===== config.mk =====
export PLATFORM = sky130hd
export DESIGN_NAME = iob_regfile_bist
export DESIGN_NICKNAME = d
export VERILOG_FILES = /design/src/rtl/iob_regfile_bist.sv
export SDC_FILE = /design/constraint.sdc
export NUM_CORES = 1
export LEC_CHECK = 0
export ABC_CLOCK_PERIOD_IN_PS = 2400
export BUFFER_PORTS_ARGS = -buffer_cell sky130_fd_sc_hd__buf_2
export CELL_PAD_IN_SITES_DETAIL_PLACEMENT = 1
export CELL_PAD_IN_SITES_GLOBAL_PLACEMENT = 2
export CORE_MARGIN = 3
export CORE_UTILIZATION = 29
export DETAILED_ROUTE_END_ITERATION = 12
export PLACE_DENSITY = 0.79
export SKIP_CTS_REPAIR_TIMING = 1
export SLEW_MARGIN = 20
export SYNTH_ARGS = -nofsm -noshare
export SYNTH_HDL_FRONTEND = slang
export SYNTH_SLANG_ARGS = --single-unit

===== constraint.sdc =====
create_clock -name clk -period 2.4 [get_ports clk]
set_input_delay 0 -clock clk [delete_from_list [all_inputs] [get_ports clk]]
set_output_delay 0 -clock clk [all_outputs]
set_load 0.005 [all_outputs]

===== src/rtl/iob_regfile_bist.sv =====
// Built-in self test for a small register file: writes an incrementing pattern,
// reads it back, clears the file and checks that every location reads zero.
module iob_regfile_bist #(
    parameter int ADDR_W  = 4,
    parameter int DATA_W  = 32,
    parameter int SEQ_INI = 32
) (
    input  logic              clk,
    input  logic              rst_n,
    input  logic              start,
    output logic              rf_rst,
    output logic              rf_we,
    output logic [ADDR_W-1:0] rf_addr,
    output logic [DATA_W-1:0] rf_w_data,
    input  logic [DATA_W-1:0] rf_r_data,
    output logic              busy,
    output logic              done,
    output logic              pass,
    output logic [ADDR_W-1:0] err_addr,
    output logic [DATA_W-1:0] err_data
);

    typedef enum logic [2:0] {IDLE, WRITE, READ, CLEAR, ZERO, FIN} state_t;

    localparam logic [DATA_W-1:0] SEQ_BASE = DATA_W'(SEQ_INI);

    state_t              state_q, state_d;
    logic [ADDR_W-1:0]   cnt_q, cnt_d;
    logic                rf_rst_q, rf_rst_d;
    logic                rf_we_q, rf_we_d;
    logic [DATA_W-1:0]   rf_w_data_q, rf_w_data_d;
    logic                busy_q, busy_d;
    logic                done_q, done_d;
    logic                pass_q, pass_d;
    logic [ADDR_W-1:0]   err_addr_q, err_addr_d;
    logic [DATA_W-1:0]   err_data_q, err_data_d;

    logic                cnt_last;
    logic [DATA_W-1:0]   exp_data;

    assign cnt_last = (cnt_q == '1);
    assign exp_data = SEQ_BASE + DATA_W'(cnt_q);

    // NOTE: every variable gets a default at the top of the block so no path
    // through the case statement can leave one unassigned and infer a latch.
    always_comb begin
        state_d    = state_q;
        cnt_d      = cnt_q;
        done_d     = done_q;
        pass_d     = pass_q;
        err_addr_d = err_addr_q;
        err_data_d = err_data_q;

        case (state_q)
            IDLE, FIN: begin
                if (start) begin
                    state_d    = WRITE;
                    cnt_d      = '0;
                    done_d     = 1'b0;
                    pass_d     = 1'b0;
                    err_addr_d = '0;
                    err_data_d = '0;
                end
            end
            WRITE: begin
                cnt_d = cnt_q + ADDR_W'(1);
                if (cnt_last) state_d = READ;
            end
            READ: begin
                if (rf_r_data != exp_data) begin
                    state_d    = FIN;
                    done_d     = 1'b1;
                    err_addr_d = cnt_q;
                    err_data_d = rf_r_data;
                end else begin
                    cnt_d = cnt_q + ADDR_W'(1);
                    if (cnt_last) state_d = CLEAR;
                end
            end
            CLEAR: begin
                state_d = ZERO;
                cnt_d   = '0;
            end
            ZERO: begin
                if (rf_r_data != '0) begin
                    state_d    = FIN;
                    done_d     = 1'b1;
                    err_addr_d = cnt_q;
                    err_data_d = rf_r_data;
                end else begin
                    cnt_d = cnt_q + ADDR_W'(1);
                    if (cnt_last) begin
                        state_d = FIN;
                        done_d  = 1'b1;
                        pass_d  = 1'b1;
                    end
                end
            end
            default: state_d = IDLE;
        endcase

        // Outputs are decoded from the next state so they are registered yet
        // line up with the state and address they belong to.
        rf_we_d     = (state_d == WRITE);
        rf_rst_d    = (state_d == CLEAR);
        busy_d      = (state_d inside {WRITE, READ, CLEAR, ZERO});
        rf_w_data_d = rf_we_d ? (SEQ_BASE + DATA_W'(cnt_d)) : '0;
    end

    // NOTE: sequential state uses non-blocking assignments so every flop
    // samples the values from before the edge, independent of statement order.
    always_ff @(posedge clk or negedge rst_n) begin
        if (!rst_n) begin
            state_q     <= IDLE;
            cnt_q       <= '0;
            rf_rst_q    <= 1'b0;
            rf_we_q     <= 1'b0;
            rf_w_data_q <= '0;
            busy_q      <= 1'b0;
            done_q      <= 1'b0;
            pass_q      <= 1'b0;
            err_addr_q  <= '0;
            err_data_q  <= '0;
        end else begin
            state_q     <= state_d;
            cnt_q       <= cnt_d;
            rf_rst_q    <= rf_rst_d;
            rf_we_q     <= rf_we_d;
            rf_w_data_q <= rf_w_data_d;
            busy_q      <= busy_d;
            done_q      <= done_d;
            pass_q      <= pass_d;
            err_addr_q  <= err_addr_d;
            err_data_q  <= err_data_d;
        end
    end

    assign rf_rst    = rf_rst_q;
    assign rf_we     = rf_we_q;
    assign rf_addr   = cnt_q;
    assign rf_w_data = rf_w_data_q;
    assign busy      = busy_q;
    assign done      = done_q;
    assign pass      = pass_q;
    assign err_addr  = err_addr_q;
    assign err_data  = err_data_q;

endmodule

==> run_results.csv <==
group,metric,value,unit
outcome,status,"complete, no violations",
sta,layout_min_cycle_time,2240,ps
sta,maxSlewViolCount,0,
final_layout,multi_input_area,1120,sq um
hold_path,min_path_type,"input pin to flip-flop",
final_layout,postLayoutCoreUtil,40.7,%
grt,grt_overflow,0,
setup_path,crit_fanout,23,
synth,synth_edf_count,0,
place,dpl_cell_area,3120,sq um
cts,numClockSinks,52,
routing,routed_via_density,4.86,
place,dp_hpwl,5.51,mm
setup_path,critPathTopFamily,"simple AND/OR/NAND/NOR gates",
final_layout,final_cell_mix,"84 x buf_2, 52 x dfrtp_1, 32 x dlygate4sd3_1",
final_layout,drive_above_1_share,32.2,%
setup_path,crit_type,"input pin to flip-flop",
pwr,p_sw_share,36.2,%
setup_path,path_cells,"dlygate4sd3_1 > buf_2 > nor4_1 > nand3_1 > o31ai_2 > nand3_4 > nor2_8 > buf_12 > a22o_1",
setup_path,critPathMaxStageDelay,530,ps
pwr,p_leak,1.84,nW
grt,grt_pass1_vias,2135,
synth,synth_ff_type,"dfrtp_1",
setup_path,critPathArrivalTime,2490,ps
pwr,ir_drop,0.000327,V
routing,routedWlPerCell,16.7,um
pwr,p_comb_share,43.8,%
synth,ys_ff_latch,52,
floorplan,io_pins,112,
cts,cts_made_buffers,5,
floorplan,core_area,8810,sq um
sta,hold_viol,0,
synth,synth_top_area_share,48.9,%
pwr,p_sw,0.00142,W
synth,async_reset_ff_share,100,%
routing,remaining_drc_errors,0,
routing,drtPass1Iterations,4,
routing,ant_nets,0,
grt,grt_antenna_before_repair,0,
sta,fin_crit_sh,93.4,%
cts,root_buffer,"clkbuf_8",
setup_path,start_kind,"input pin",
cts,cts_tree,"done",
final_layout,final_area,3590,sq um
final_layout,area_growth,34.7,%
place,dp_slack,182,ps
sta,max_clock_freq,446,MHz
grt,grt_max_degree,53,
sta,setup_viol,0,
cts,clock_latency,310,ps
pwr,power.density_cell_area,1090,nW/um^2
synth,synth_area_per_cell,11.0,sq um
pwr,clkPwrFrac,18.7,%
routing,drt_iter0_drc,84,
cts,clockBufferDepth,2,
setup_path,endpoint_kind,"flip-flop",
routing,wl,7.87,mm
routing,vias,2288,
grt,grt_first_pass_wirelength,11.7,mm
run,maxCapViolCount,0,
synth,yosysWarnings,0,
setup_path,cp_slowest_cell,"dlygate4sd3_1",
grt,track_usage,14.3,%
floorplan,start_util,30.2,%
sta,skew,10.0,ps
place,io_buffer_count,84,
final_layout,insertedDiodeCount,0,
floorplan,rows,34,
synth,synth_cell_type_count,55,
final_layout,final_common_cell,"buf_2",
synth,syn_inst,242,
final_layout,register_area,1300,sq um
floorplan,fp.dieH,102,um
floorplan,die_w,102,um
synth,seq_area_frac_synth,48.9,%
floorplan,fp.dieArea,10400,sq um
setup_path,worst-path-buf-inv,3,
sta,tightest_slew,674,ps
sta,relSlewSlack,55.1,%
pwr,power_frac_seq,37.5,%
synth,synth_area_leaders,"dfrtp_1 49%, a22o_1 9.5%, buf_4 7.9%, mux2i_1 3.4%, inv_1 2.3%",
pwr,internal_power,0.00250,W
synth,yosysTopAreaCell,"dfrtp_1",
cts,cts.clk_slew.worst_paths,100,ps
synth,syn_area,2660,sq um
cts,cts-htree-levels,2,
place,place_congestion,0.766,
final_layout,final_nets,398,
sta,fin_ws,158,ps
setup_path,required,2650,ps
final_layout,fillers,1003,
[registers in the layout, summed over array words and instances, names as in the netlist, 3 cells and up]
| register | count |
|---|---|
| err_addr | 4 |
| rf_addr | 4 |
| state_q | 3 |
| err_data | 32 |
| rf_w_data | 5 |
[path summary, 6_finish.rpt]
check | start | endpoint | slack [ps] | cells after the start
min in group asynchronous | rst_n | err_data[31] | 340 | 3
max in group asynchronous | rst_n | err_data[28] | 1610 | 3
hold reg to reg | err_data[8] | err_data[8] | 510 | 1
setup reg to reg | rf_addr[3] | err_data[26] | 230 | 7
setup / recovery | rf_r_data[23] | err_data[26] | 160 | 9
hold / removal | rf_r_data[5] | err_data[5] | 10 | 3
[through the flow]
stage	total power (W)	hold WS (ps)	cells	setup TNS [ps]
3_5_place_dp	0.00313	178	431	0
6_report	0.00392	9.62	471	0
5_1_grt	0.00421	3.34	471	-13.8
4_1_cts	0.00390	-171	439	0
2_1_floorplan	0.00249	-296	268	0
3_3_place_gp	0.00311	167	431	0
[synth_stat cells (all sizes together) (4+ instances only)]
| cell type | number |
|---|---|
| buf | 33 |
| a21oi | 8 |
| nor2 | 6 |
| or2 | 4 |
| dfrtp | 52 |
| nand3 | 6 |
| a22o | 30 |
| mux2i | 9 |
| nand2 | 17 |
| inv | 16 |
| nor2b | 4 |
| nor4 | 8 |
| clkbuf | 6 |
| xor2 | 4 |
[power groups by stage]
stage | registers (W) | clock network, W | logic, W
2_1_floorplan | 0.00147 | 0 | 0.00102
3_3_place_gp | 0.00147 | 0 | 0.00163
3_5_place_dp | 0.00147 | 0 | 0.00166
4_1_cts | 0.00146 | 0.000759 | 0.00168
5_1_grt | 0.00152 | 0.000791 | 0.00190
6_report | 0.00147 | 0.000731 | 0.00172
[layout make-up]
cell class	count	area share, %
clock buffers	5	1.92
clock inverters	3	1.92
multi-input cells	161	31.3
repair buffers	126	23.1
well taps	108	3.77
flip-flops and latches	52	36.3
inverters	16	1.67
[logic make-up (layout without fill, tap and decap cells)]
kind of cell	count (synthesis)	after routing	share of synthesized area, %
AOI/OAI and AO/OA	56	56	17.7
xor gates and xnor gates	6	6	1.97
adders and majority gates	1	1	0.470
buffers and inverters	55	150	12.8
DFF	52	52	48.9
muxes	10	10	3.95
other	1	27	0.141
and+or+nand+nor	61	61	14.1
[worst register-to-register path, stage by stage (launching register included)]
cell	delay [ps]
dfrtp_1	490
xor2_1	190
nor3_2	260
a311o_1	320
nand3_4	160
nor2_8	310
buf_12	210
a22o_1	160
[layer usage]
metal / GRT usage [%] / routed length [um] / vias up
li1: - / - / 1053
met1: 20.5 / 3740 / 1125
met2: 21.4 / 3400 / 101
met3: 3.69 / 627 / 9
met4: 4.24 / 98 / 0
met5: 0 / 0 / -
No activity file was read; power rests on OpenSTA's default activity.
